## src/rtl/cmult_arbiter.sv

```systemverilog
// cmult_arbiter: round-robin arbiter/sequencer sharing one complex multiplier
// between NREQ requesters (one operation in flight at a time).
// Optional feature: define CMULT_ARB_TIMEOUT_EN to build the WAIT timeout
// (TIMEOUT cycles, responds with resp_res=0 and resp_err=1).
module cmult_arbiter #(
    parameter int unsigned NREQ    = 4,
    parameter int unsigned TIMEOUT = 63
) (
    input  logic                clk,
    input  logic                rst,
    input  logic [NREQ-1:0]     req_valid,
    input  logic [8*NREQ-1:0]   req_x,
    input  logic [8*NREQ-1:0]   req_y,
    output logic [NREQ-1:0]     req_ready,
    output logic [NREQ-1:0]     resp_valid,
    output logic [15:0]         resp_res,
    output logic                resp_err,
    output logic                busy,
    output logic [7:0]          mul_x,
    output logic [7:0]          mul_y,
    output logic                mul_start,
    input  logic [15:0]         mul_res,
    input  logic                mul_ready
);

    localparam int unsigned GW = $clog2(NREQ);

    typedef enum logic [1:0] {
        IDLE  = 2'd0,
        ISSUE = 2'd1,
        WAIT  = 2'd2,
        DONE  = 2'd3
    } state_t;

    state_t          state;
    logic [GW-1:0]   rr_ptr;
    logic [GW-1:0]   gnt;
    logic            rdy_q;
    logic [GW-1:0]   pick;
    logic [GW-1:0]   cand;
    logic            pick_vld;
    logic [7:0]      sel_x;
    logic [7:0]      sel_y;
    logic [GW-1:0]   ptr_next;
    logic            done_c;

`ifdef CMULT_ARB_TIMEOUT_EN
    logic [7:0]      tmo_cnt;
`endif

    // Round-robin pick: first pending requester at or after rr_ptr, plus its operands
    always_comb begin
        pick     = '0;
        cand     = '0;
        pick_vld = 1'b0;
        sel_x    = '0;
        sel_y    = '0;
        for (int k = int'(NREQ) - 1; k >= 0; k--) begin
            cand = GW'((int'(rr_ptr) + k) % int'(NREQ));
            if (req_valid[cand]) begin
                pick     = cand;
                pick_vld = 1'b1;
            end
        end
        for (int i = 0; i < int'(NREQ); i++) begin
            if (pick == GW'(i)) begin
                sel_x = req_x[8*i +: 8];
                sel_y = req_y[8*i +: 8];
            end
        end
    end

    // Pointer advance and completion detect; the start cycle is excluded so a
    // ready level left high by the previous operation is never taken as done
    always_comb begin
        ptr_next = (gnt == GW'(NREQ - 1)) ? '0 : gnt + GW'(1);
        done_c   = mul_ready && !rdy_q && !mul_start;
    end

    // Sequencer: IDLE -> ISSUE -> WAIT -> DONE with all outputs registered
    always_ff @(posedge clk) begin
        if (!rst) begin
            state      <= IDLE;
            rr_ptr     <= '0;
            gnt        <= '0;
            rdy_q      <= 1'b0;
            req_ready  <= '0;
            resp_valid <= '0;
            resp_res   <= '0;
            busy       <= 1'b0;
            mul_x      <= '0;
            mul_y      <= '0;
            mul_start  <= 1'b0;
`ifdef CMULT_ARB_TIMEOUT_EN
            resp_err   <= 1'b0;
            tmo_cnt    <= '0;
`endif
        end else begin
            req_ready  <= '0;
            resp_valid <= '0;
            mul_start  <= 1'b0;
            rdy_q      <= mul_ready;
            case (state)
                IDLE: begin
                    if (pick_vld) begin
                        req_ready <= NREQ'(1) << pick;
                        gnt       <= pick;
                        mul_x     <= sel_x;
                        mul_y     <= sel_y;
                        busy      <= 1'b1;
                        state     <= ISSUE;
                    end
                end
                ISSUE: begin
                    mul_start <= 1'b1;
                    rdy_q     <= 1'b0;
`ifdef CMULT_ARB_TIMEOUT_EN
                    tmo_cnt   <= '0;
`endif
                    state     <= WAIT;
                end
                WAIT: begin
                    if (done_c) begin
                        resp_res   <= mul_res;
                        resp_valid <= NREQ'(1) << gnt;
`ifdef CMULT_ARB_TIMEOUT_EN
                        resp_err   <= 1'b0;
`endif
                        state      <= DONE;
                    end
`ifdef CMULT_ARB_TIMEOUT_EN
                    else if (tmo_cnt == 8'(TIMEOUT)) begin
                        resp_res   <= '0;
                        resp_err   <= 1'b1;
                        resp_valid <= NREQ'(1) << gnt;
                        state      <= DONE;
                    end else begin
                        tmo_cnt <= tmo_cnt + 8'd1;
                    end
`endif
                end
                DONE: begin
                    rr_ptr <= ptr_next;
                    busy   <= 1'b0;
                    state  <= IDLE;
                end
                default: state <= IDLE;
            endcase
        end
    end

`ifndef CMULT_ARB_TIMEOUT_EN
    // No timeout built: the flag is constant low for any legal TIMEOUT
    assign resp_err = (TIMEOUT > 255);
`endif

endmodule

```

## config.mk

```make
export PLATFORM = sky130hd
export DESIGN_NAME = cmult_arbiter
export DESIGN_NICKNAME = d
export VERILOG_FILES = /design/src/rtl/cmult_arbiter.sv
export SDC_FILE = /design/constraint.sdc
export NUM_CORES = 1
export LEC_CHECK = 0
export BUFFER_PORTS_ARGS = -buffer_cell sky130_fd_sc_hd__buf_2
export CAP_MARGIN = 20
export CORE_ASPECT_RATIO = 1.1
export CORE_UTILIZATION = 25
export DETAILED_ROUTE_END_ITERATION = 16
export GPL_TIMING_DRIVEN = 0
export PLACE_DENSITY = 0.47
export SETUP_SLACK_MARGIN = 0.2
export SLEW_MARGIN = 25
export SYNTH_ARGS = -nofsm -noshare
export SYNTH_HDL_FRONTEND = slang
export SYNTH_SLANG_ARGS = --single-unit
```

## constraint.sdc

```tcl
create_clock -name clk -period 2.7 [get_ports clk]
set_input_delay 0.135 -clock clk [delete_from_list [all_inputs] [get_ports clk]]
set_output_delay 0.135 -clock clk [all_outputs]
set_load 0.01 [all_outputs]
```

Word level (Yosys, flattened, before mapping)
Index checks and enable logic that the tools add are counted.
W data, S select, Z words.
- add/sub/neg operators: 4
- magnitude comparators: 4
- equal/unequal tests: 9
- shift operators: 2
- mux-type cells: 31
- bitwise gates (word level): 1
- reduce and logical (&&, ||, !) cells: 14
- operators with widths (kind ; count):
    $mux W8 ; 8
    $mux W2 ; 7
    $lt A2 B3 Y1 const B ; 4
    $eq A2 B2 Y1 const B ; 5
    $mux W1 ; 10
    $bmux W1 S2 ; 4
    $pmux W2 S4 ; 1
    $reduce_and A2 Y1 ; 4
    $shl A1 B2 Y4 const A ; 2
    $reduce_and A3 Y1 ; 2
    $add A2 B1 Y2 const B ; 2
    $add A2 B2 Y2 const B ; 2
    $eq A2 B1 Y1 const B ; 2
    $logic_not A2 Y1 ; 2
    $ne A2 B2 Y1 const B ; 2
    $logic_and A1 B1 Y1 ; 2
    $logic_not A1 Y1 ; 2
    $pmux W1 S2 ; 1
    $reduce_bool A2 Y1 ; 1
    $reduce_or A2 Y1 ; 1
    $not A1 Y1 ; 1
- bits in registers: 49
- bits of input ports: 87
- output and inout bits: 43
- logic and storage cells: 76

Longest topological paths before layout
- depth after elaboration: 12
- mapped depth: 8
- depth with buffers taken out: 7

Worst setup path after synthesis
No wires, ideal clock.
- path type: reg2reg
- from: register rr_ptr[1]
- to: register mul_x[0]
- library setup time: 0.129 ns
- arrival time: 1.420 ns
- required time: 2.571 ns
- path slack: 1.150 ns
- cell stages (with the launch flop): 8
- path buffers: 2
- clock period less this slack: 1.550 ns
- path through: dfxtp_1 > or3b_1 > o221a_2 > buf_6 > and2_4 > buf_2 > o21ai_0 > o211ai_2
- cells in the longest elaborated chain, start to end: 12
- elaborated cells on any way between the ends: 28
- classes of those cells: add/sub: 3; eq/ne: 3; mux: 20; reduce/logical: 2
- RTL lines (item ; line ; source):
    from (decl) ; 36 ; logic [GW-1:0] rr_ptr;
    from (signal assigned) ; 143 ; rr_ptr <= ptr_next;
    $add A2 B2 Y2 ; 59 ; cand = GW'((int'(rr_ptr) + k) % int'(NREQ));
    $bmux W1 S2 ; 60 ; if (req_valid[cand]) begin
    $mux W1 (implied by the code) ; 60 ;
    $mux W2 (4 in a row) ; 60 ;
    $logic_not A2 Y1 ; 66 ; if (pick == GW'(i)) begin
    $mux W8 (4 in a row) ; 66 ;
    to (signal assigned) ; 108 ; mul_x <= sel_x;
    to (decl) ; 19 ; output logic [7:0] mul_x,
Parallel ways exist; a longest one is shown, timed or not. The select of a mux whose other input is x is not followed.
A chain may end at the register's enable or synchronous reset.

Final worst setup path
- from: register rr_ptr[0]
- to: register mul_x[1]
The elaborated chain is that of the path after synthesis.

==> impl_results.md <==
* Status: finished, final reports clean
* Syn-to-layout area delta at 36.0%
* Initial antenna violation count at 0
* Grt ovf at 0
* H-Tree Level Count at 2
* Slew HR at 59.8%
* Fillers at 1016
* Total Wirelength at 7.18 mm
* Total Routing Usage GR at 14.4%
* Seq/Total Area, Yosys at 40.3%
* GR peak layer: met2
* Worst Path Max Fanout at 10
* Synth Instances at 276
* HPWL after DPL at 5.69 mm
* Hold Path Class: in2reg
* Design area at 3310 um2
* Via Count at 2390
* Post-route clock period utilization at 72.7%
* DR WL/cell at 13.6 um
* PortBufs at 127
* Via density at 4.53
* RSZ-0062 raised after global routing: false
* # IOs at 130
* TritonCTS clock tree: done
* First-pass GRT wire length at 11.5 mm
* Setup Slack @ Placement at 0.746 ns
* Max Slew Vio Count at 0
* Nets at 503
* DR pass1 iterations at 4
* Core Area at 9400 um2
* Synthesized Nets at 369
* Peak Freq at 0.509 GHz
* CTS clk-pin slew, worst paths at 0.11 ns
* Die Y at 106 um
* CP Launch Type: flip-flop
* Req. time, crit path at 2.89 ns
* Worst Tran Pin Value at 0.601 ns
* Clk sinks at 49
* CTS Root Cell: clkbuf_8
* Yosys reg bits at 49
* Reg-to-Reg Start: rr_ptr[0]
* R2R depth at 7
* Area after DPL at 3220 um2
* Mean Syn Cell Area at 8.83 um2
* M3 GR Usage at 4.11%
* Clk_skew at 0.0135 ns
* DRC at 0
* M2 GR Usage at 26.3%
* Crit path time final at 1.96 ns
* CTS resizes at 0
* Critical path class: reg2reg
* Hold_ws at 0.0444 ns
* Mapped Area at 2440 um2
* Crit path from: rr_ptr[0]
* # rows at 37
* Final setup vio count at 0
* ANT nets after route at 0
* Largest net degree at the start of global routing at 18
* Worst setup path end: mul_x[1]
* Critical Path AT at 2.16 ns
* Most used flip-flop cell after synthesis: dfxtp_1
* Routability Congestion at 0.774
* Clock Tree Buf Depth at 2
* Final hold viol count at 0
* FF-to-FF setup slack at 0.74 ns
* P per Cell Area at 678 nW/um2
* Max-cap violations at 0
* Crit. End Element: flip-flop
* Die area at 10100 um2
* Critical R2R Capture: mul_x[1]
* Clock latency on the worst-skew pair at 0.31 ns
* Postcts setup bufs at 0
* Ys Warns at 0
* Worst IR drop on VDD at 0.219 mV
* N_diodes at 0
* Setup tns final at 0 ns
* Setup ws final at 0.736 ns
* Post-synth EDFFs at 0
* Unique cell type count in the Yosys netlist at 35
* Initial Utilization at 25.9%
* Die W at 96.1 um
* Leak at 1.57 nW
* 1st-iter DRT viols at 87
* Post-CTS Hold Buffers at 0
* Fraction of registers with async set/reset at 0%
* Vias in the first global route at 2437
* GR Util met1 at 16.2%
* Total CTS buffers at 5
* Share of layout cells above drive strength 1 at 38.7%
-- logic make-up after synthesis --
| group | Yosys count | share of synthesized area [%] |
|---|---|---|
| other | 1 | 0.154 |
| AOI/OAI and AO/OA | 68 | 20.4 |
| buffers and inverters | 25 | 5.91 |
| DFF | 49 | 40.3 |
| muxes | 23 | 9.45 |
| adders and majority gates | 6 | 3.08 |
| and+or+nand+nor | 104 | 20.7 |
-- through the flow --
stage          total power [mW]  std cells  utilization, %
2_1_floorplan              1.50        276               -
3_3_place_gp               1.80        520            34.2
3_5_place_dp               1.81        520            34.2
4_1_cts                    2.29        528            35.3
5_1_grt                    2.42        528            35.3
6_report                   2.25        528            35.3
-- flip-flops by register name (all words and copies together) (netlist names), 2 cells and up --
| register | count |
|---|---|
| resp_res | 16 |
| mul_x | 8 |
| mul_y | 8 |
| req_ready | 4 |
| resp_valid | 4 |
| gnt | 2 |
| rr_ptr | 2 |
| state | 2 |
-- synth_stat cells (6+ instances only) --
cell type	n	area share [%]
o21ai_1	8	1.6
o211ai_2	8	4.1
and3_1	14	3.6
o21ai_0	7	1.4
and2_1	7	1.8
ha_1	6	3.1
a21boi_0	15	4.6
nor2_1	11	1.7
nand2_1	54	8.3
o211ai_1	6	1.8
dfxtp_1	49	40
a21oi_1	18	3.7
mux2i_1	23	9.5
clkbuf_1	9	1.4
-- worst max-delay path: stages, from the launching register on --
cell and delay, ns:
dfxtp_1 0.39, nor2b_1 0.06, o21bai_1 0.21, clkbuf_1 0.30
clkbuf_1 0.34, a21boi_0 0.14, o21ai_0 0.29, o211ai_2 0.12
-- layout by cell type (no fill, tap or decap), drive strengths merged --
master	instances
buf	138
nand2	54
dfxtp	49
mux2i	23
a21oi	18
a21boi	15
o21ai	15
and3	14
clkbuf	14
o211ai	14
nor2	12
and2	9
ha	6
inv	6
nor3b	3
nor3	3
nor2b	3
nand3	2
o221ai	2
clkinvlp	2
a221o	1
o21bai	1
or3b	1
o221a	1
o41ai	1
and4	1
nor4	1
nand2b	1
conb	1
-- cell type report --
class,instances,area (um2),area share [%]
flip-flops and latches,49,981,29.6
plain buffers,20,125,3.78
repair buffers,127,636,19.2
multi-input cells,202,1310,39.6
inverters,5,18.8,0.566
clock buffers,5,68.8,2.08
well taps,117,146,4.42
clock inverters,3,26.3,0.793
-- metal layers --
metal,vias to the layer above,routed length (um)
met5,-,0
met2,101,3490
met1,1068,2980
met4,0,44
met3,6,658
li1,1215,-
-- where the power goes --
part           switching [mW]  leakage (nW)  internal [mW]
clock network           0.283        0.0423          0.189
registers              0.0803         0.400          0.864
logic                   0.450          1.13          0.379
total                   0.813          1.57           1.43
-- worst min path at each step --
stage | start | to | slack (ns) | cells past startpoint
finish | mul_res[1] | resp_res[1] | 0.04 | 3
global route | mul_res[15] | resp_res[15] | 0.04 | 3
CTS | mul_res[12] | resp_res[12] | 0.03 | 3
detailed placement | mul_res[12] | resp_res[12] | 0.38 | 3
global placement | mul_res[12] | resp_res[12] | 0.38 | 3
floorplan | mul_ready | rdy_q | 0.26 | 2
Note: power is estimated with default switching activity, not from simulation.
